<file path="src/rtl/dvp_pkg.sv">
// Shared constants and channel-expansion helpers for the DVP capture path.
// GS_OUT_W widens to a packed 32-bit word when DVP_GS_PACK_EN is defined.
package dvp_pkg;

    localparam int RGB_PXL_W = 16;
    localparam int GS_PXL_W  = 8;

    localparam int GS_WR  = 77;
    localparam int GS_WG  = 150;
    localparam int GS_WB  = 29;
    localparam int GS_RND = 128;

    localparam int GS_PACK_N = 4;

`ifdef DVP_GS_PACK_EN
    localparam int GS_OUT_W = GS_PACK_N * GS_PXL_W;
`else
    localparam int GS_OUT_W = GS_PXL_W;
`endif

    // Bit replication keeps full-scale inputs at exactly 8'hFF.
    function automatic logic [GS_PXL_W-1:0] expand5(input logic [4:0] c);
        return {c, c[4:2]};
    endfunction

    function automatic logic [GS_PXL_W-1:0] expand6(input logic [5:0] c);
        return {c, c[5:4]};
    endfunction

endpackage

</file>
<file path="src/rtl/dvp_gs_pack.sv">
// Packs four consecutive gray pixels little-endian into one 32-bit word.
// Only instantiated by dvp_gray_scale when DVP_GS_PACK_EN is defined.
module dvp_gs_pack
    import dvp_pkg::*;
(
    input  logic                            clk,
    input  logic                            rst_n,
    input  logic [GS_PXL_W-1:0]             pxl_i,
    input  logic                            pxl_vld_i,
    output logic                            pxl_rdy_o,
    output logic [GS_PACK_N*GS_PXL_W-1:0]   word_o,
    output logic                            word_vld_o,
    input  logic                            word_rdy_i
);

    localparam int LANE_W = $clog2(GS_PACK_N);
    localparam logic [LANE_W-1:0] LANE_LAST = LANE_W'(GS_PACK_N - 1);

    logic [GS_PACK_N*GS_PXL_W-1:0] word_q, word_d;
    logic [LANE_W-1:0]             lane_q, lane_d;
    logic                          full_q, full_d;
    logic                          in_xfer;
    logic                          out_xfer;

    // A full word can be replaced in the same cycle it is taken.
    assign pxl_rdy_o = ~full_q | word_rdy_i;
    assign in_xfer   = pxl_vld_i & pxl_rdy_o;
    assign out_xfer  = full_q & word_rdy_i;

    always_comb begin
        word_d = word_q;
        lane_d = lane_q;
        full_d = full_q;
        if (out_xfer) begin
            full_d = 1'b0;
        end
        if (in_xfer) begin
            word_d[lane_q*GS_PXL_W +: GS_PXL_W] = pxl_i;
            lane_d = lane_q + LANE_W'(1);
            if (lane_q == LANE_LAST) begin
                full_d = 1'b1;
            end
        end
    end

    always_ff @(posedge clk or negedge rst_n) begin
        if (!rst_n) begin
            word_q <= '0;
            lane_q <= '0;
            full_q <= 1'b0;
        end else begin
            word_q <= word_d;
            lane_q <= lane_d;
            full_q <= full_d;
        end
    end

    assign word_o     = word_q;
    assign word_vld_o = full_q;

endmodule

</file>
<file path="src/rtl/dvp_gray_scale.sv">
// Two-stage RGB565 -> 8-bit luma converter with valid/ready on both sides.
// DVP_GS_PACK_EN adds a packer emitting four gray pixels per 32-bit word.
module dvp_gray_scale
    import dvp_pkg::*;
(
    input  logic                 clk,
    input  logic                 rst_n,
    input  logic [RGB_PXL_W-1:0] rgb_pxl_i,
    input  logic                 rgb_pxl_vld_i,
    output logic                 rgb_pxl_rdy_o,
    output logic [GS_OUT_W-1:0]  gs_pxl_o,
    output logic                 gs_pxl_vld_o,
    input  logic                 gs_pxl_rdy_i
);

    logic [GS_PXL_W-1:0] r8, g8, b8;
    logic [15:0]         pr_q, pg_q, pb_q;
    logic [15:0]         pr_d, pg_d, pb_d;
    logic                s1_vld_q;
    logic [GS_PXL_W-1:0] y_q, y_d;
    logic                s2_vld_q;
    logic                s1_en, s2_en;
    logic                s2_rdy;

    assign r8 = expand5(rgb_pxl_i[15:11]);
    assign g8 = expand6(rgb_pxl_i[10:5]);
    assign b8 = expand5(rgb_pxl_i[4:0]);

    assign pr_d = 16'(GS_WR) * {8'd0, r8};
    assign pg_d = 16'(GS_WG) * {8'd0, g8};
    assign pb_d = 16'(GS_WB) * {8'd0, b8};

    // Weights sum to 256, so the rounded 16-bit sum cannot overflow.
    assign y_d = 8'((pr_q + pg_q + pb_q + 16'(GS_RND)) >> 8);

    // Downstream ready reaches rgb_pxl_rdy_o through AND/OR only.
    assign s2_en         = ~s2_vld_q | s2_rdy;
    assign s1_en         = ~s1_vld_q | s2_en;
    assign rgb_pxl_rdy_o = s1_en;

    always_ff @(posedge clk or negedge rst_n) begin
        if (!rst_n) begin
            pr_q     <= '0;
            pg_q     <= '0;
            pb_q     <= '0;
            s1_vld_q <= 1'b0;
            y_q      <= '0;
            s2_vld_q <= 1'b0;
        end else begin
            if (s1_en) begin
                s1_vld_q <= rgb_pxl_vld_i;
                if (rgb_pxl_vld_i) begin
                    pr_q <= pr_d;
                    pg_q <= pg_d;
                    pb_q <= pb_d;
                end
            end
            if (s2_en) begin
                s2_vld_q <= s1_vld_q;
                if (s1_vld_q) begin
                    y_q <= y_d;
                end
            end
        end
    end

`ifdef DVP_GS_PACK_EN
    dvp_gs_pack u_pack (
        .clk        (clk),
        .rst_n      (rst_n),
        .pxl_i      (y_q),
        .pxl_vld_i  (s2_vld_q),
        .pxl_rdy_o  (s2_rdy),
        .word_o     (gs_pxl_o),
        .word_vld_o (gs_pxl_vld_o),
        .word_rdy_i (gs_pxl_rdy_i)
    );
`else
    assign s2_rdy       = gs_pxl_rdy_i;
    assign gs_pxl_o     = y_q;
    assign gs_pxl_vld_o = s2_vld_q;
`endif

endmodule

</file>
<file path="config.mk">
export PLATFORM = sky130hd
export DESIGN_NAME = dvp_gray_scale
export DESIGN_NICKNAME = d
export VERILOG_FILES = /design/src/rtl/dvp_pkg.sv /design/src/rtl/dvp_gs_pack.sv /design/src/rtl/dvp_gray_scale.sv
export SDC_FILE = /design/constraint.sdc
export NUM_CORES = 1
export LEC_CHECK = 0
export ABC_AREA = 1
export CAP_MARGIN = 20
export CORE_AREA = 5 5 81 158
export DETAILED_ROUTE_END_ITERATION = 10
export DIE_AREA = 0 0 86 163
export GPL_ROUTABILITY_DRIVEN = 0
export PLACE_DENSITY = 0.73
export SYNTH_ARGS = -nofsm -noshare
export SYNTH_HDL_FRONTEND = slang
export SYNTH_HIERARCHICAL = 1
export SYNTH_SLANG_ARGS = --single-unit
</file>
<file path="constraint.sdc">
create_clock -name clk -period 2.9 [get_ports clk]
set_clock_uncertainty 0.05 [all_clocks]
set_input_delay 0.29 -clock clk [delete_from_list [all_inputs] [get_ports clk]]
set_output_delay 0.29 -clock clk [all_outputs]
set_load 0.01 [all_outputs]
</file>
==> results.sh <==
export IMPL_crit_required_ns=3.03
export IMPL_ff2ff_setup_slack_ns=0.23
export IMPL_critPathLaunch="rgb_pxl_i[9]"
export IMPL_core_mm2=0.01156
export IMPL_portBuffers=29
export IMPL_dpl_cell_area_mm2=0.007204
export IMPL_fin_nets=1075
export IMPL_yosysSeqAreaShare_pct=21.47
export IMPL_drt_initial_drc_count=225
export IMPL_syn_nets=968
export IMPL_leakage_nw=4.261
export IMPL_post_drt_wl_per_cell_um=14.37
export IMPL_num_vias=5432
export IMPL_die_h_um=163
export IMPL_clock_tree_root_cell="clkbuf_16"
export IMPL_fin_crit_ns=2.837
export IMPL_antennaDiodeCount=0
export IMPL_final_cell_area_mm2=0.007936
export IMPL_crit_end="pg_q[13]$_DFFE_PN0P_"
export IMPL_pre_cts_ws_ns=-0.6448
export IMPL_stdcell_count=1041
export IMPL_fillers=908
export IMPL_drtAntennaViolNets=0
export IMPL_drv_slew=0
export IMPL_setup_viol=0
export IMPL_insertion_delay_ns=0.29
export IMPL_r2r_start="pr_q[11]$_DFFE_PN0P_"
export IMPL_slowest_stage="fa_1"
export IMPL_critPathTopFamily="adder cells"
export IMPL_hpwl_um=11470
export IMPL_cts_tree="done"
export IMPL_overflow=0
export IMPL_grt_use_total_pct=20.88
export IMPL_tightestPinTransition_ns=0.6178
export IMPL_grt_pass1_vias=5562
export IMPL_grt_pass1_wl_um=24190
export IMPL_slew_headroom_pct=58.81
export IMPL_clock_path_buffers=2
export IMPL_place_inst=1031
export IMPL_hold_violations=0
export IMPL_min_period_over_period_pct=97.83
export IMPL_power_density_mw_per_mm2=1009
export IMPL_hp_class="primary input to register"
export IMPL_critPathMaxStageDelay_ns=0.55
export IMPL_worst_path_buf_inv=3
export IMPL_ios=30
export IMPL_r2r_end="gs_pxl_o[7]$_DFFE_PN0P_"
export IMPL_path_max_fanout=4
export IMPL_fin_setup_tns_ns=0
export IMPL_cp_start_kind="primary input"
export IMPL_dr_pass1_iters=6
export IMPL_path_cells="clkbuf_2 -> ha_4 -> ha_1 -> inv_2 -> fa_1 -> fa_1 -> inv_2 -> ha_4 -> nand2_4 -> a21oi_2 -> o21ai_2 -> nand3_2 -> nand2_1 -> nand3_1 -> nand2_1"
export IMPL_drc=0
export IMPL_initial_core_util_pct=53.42
export IMPL_areaGrowthSynthToFinish_pct=28.50
export IMPL_crit_type="primary input to register"
export IMPL_cp_num_cells=15
export IMPL_synthCells=788
export IMPL_vdd_drop_max_mv=0.9333
export IMPL_die_x_um=86
export IMPL_yosys_cell_types_count=32
export IMPL_fmax_mhz=352.5
export IMPL_clk_pin_slew_ns=0.07
export IMPL_grt_max_degree=29
export IMPL_crit_arrival_ns=2.97
export IMPL_cts_buffers=5
export IMPL_cts_htree_levels=2
export IMPL_endpoint_kind="register"
export IMPL_wirelength_um=14960
export IMPL_drive_gt1_share_pct=21.54
export IMPL_postSynthAreaPerCell_um2=7.837
export IMPL_post_route_util_pct=68.65
export IMPL_ys_ff_latch=53
export IMPL_layout_setup_ws_ns=0.06290
export IMPL_r2r_cells=12
export IMPL_yosys_warnings=6
export IMPL_cts_sinks=53
export IMPL_die_area_mm2=0.01402
export IMPL_antenna_found_initial=0
export IMPL_status="finished clean"
export IMPL_maxCapViolations=0
export IMPL_vias_per_cell=5.218
export IMPL_netlist_area_mm2=0.006176
export IMPL_row_count=56
## kinds of logic after synthesis
family,synth area share (%)
and+or+nand+nor,20.62
buffers and inverters,10.78
adders and majority gates,36.91
AOI/OAI and AO/OA,7.942
DFF,21.47
xor gates and xnor gates,2.269
## routing by layer
metal	up-vias	track usage (%)	part of all wire [%]
met3	27	1.975	2.5
met2	101	38.33	54
met1	2563	25.65	41
li1	2741	-	-
met5	-	0	0
met4	0	5.259	2.4
## timing repair
action	in CTS	in global routing
gates resized for setup	67	68
setup buffers	0	1
pin swaps	32	34
setup endpoints to repair	24	21
hold buffers	1	0
endpoints found under the hold margin	25	0
cloned	0	0
## stage by stage
stage          total power, mW  hold slack (ns)
6_report                 8.005           0.4230
3_5_place_dp             6.693           0.2746
3_3_place_gp             6.544           0.2668
4_1_cts                  7.699           0.4341
5_1_grt                  8.872           0.4445
2_1_floorplan            5.167         -0.05559
## sequential cells by signal, summed over array words and instances (netlist names)
| name | count |
|---|---|
| pr_q | 15 |
| gs_pxl_vld_o | 1 |
| s1_vld_q | 1 |
| pb_q | 13 |
| gs_pxl_o | 8 |
| pg_q | 15 |
## power breakdown
| group | switching, mW | internal, mW | leakage (nW) | total [mW] |
|---|---|---|---|---|
| clock | 0.257 | 0.432 | 0.0841 | 0.689 |
| sequential | 0.162 | 1.02 | 0.645 | 1.18 |
| combinational | 3.55 | 2.59 | 3.53 | 6.14 |
## cell type report
cell class	count	area [µm²]	share of cell area, %
repair buffers	109	864.6	10.89
inverters	157	589.3	7.426
flip-flops and latches	53	1326	16.71
multi-input cells	569	4802	60.51
clock inverters	1	30.03	0.3784
clock buffers	7	142.6	1.797
well taps	145	181.4	2.286
## cells in the final DEF (no fill, tap or decap), types with 7 or more instances in the layout
master	n
nor2_2	7
a21oi_2	9
xnor2_1	10
inv_2	11
dfrtp_1	53
fa_1	33
clkdlybuf4s50_1	13
ha_1	94
ha_4	29
nand2_2	12
buf_4	76
nand3_1	52
nand2_1	170
a21oi_1	21
inv_1	146
o21ai_0	30
nand4_1	9
clkbuf_2	7
nor2_1	27
## tightest hold or removal path: cells and delay by family
| kind | cells | cell delay (ns) |
|---|---|---|
| buffers and inverters | 2 | 0.30 |
| AND/OR/NAND/NOR | 2 | 0.12 |
## cells in the mapped netlist, drive strengths merged
| cell type | instances | area share, % |
|---|---|---|
| nand3 | 57 | 4.6 |
| a21boi | 1 | 0.12 |
| or2 | 1 | 0.10 |
| o21ai | 40 | 3.2 |
| and2 | 2 | 0.20 |
| buf | 7 | 0.79 |
| nor2 | 40 | 2.6 |
| nand3b | 3 | 0.36 |
| a21oi | 32 | 2.7 |
| clkbuf | 2 | 0.45 |
| a211oi | 1 | 0.12 |
| nand2 | 186 | 11 |
| ha | 123 | 25 |
| inv | 157 | 9.5 |
| xnor2 | 11 | 1.6 |
| a21o | 3 | 0.36 |
| dfrtp | 53 | 21 |
| xor2 | 5 | 0.71 |
| o21bai | 6 | 0.73 |
| fa | 37 | 12 |
| o22ai | 5 | 0.51 |
| a31oi | 2 | 0.20 |
| nor3 | 5 | 0.49 |
| nand4 | 9 | 0.91 |
## how the worst min path moves through the flow
stage	to	slack (ns)	depth (start not counted)	from
floorplan	gs_pxl_o[0]$_DFFE_PN0P_	-0.06	0	rst_n
global placement	gs_pxl_o[5]$_DFFE_PN0P_	0.27	1	rst_n
detailed placement	s1_vld_q$_DFFE_PN0N_	0.27	1	rst_n
CTS	gs_pxl_o[1]$_DFFE_PN0P_	0.43	2	gs_pxl_o[1]$_DFFE_PN0P_
global route	pr_q[1]$_DFFE_PN0P_	0.44	3	rgb_pxl_i[14]
finish	pg_q[1]$_DFFE_PN0P_	0.42	4	rgb_pxl_i[9]
Power figures use the tool's default switching activity.
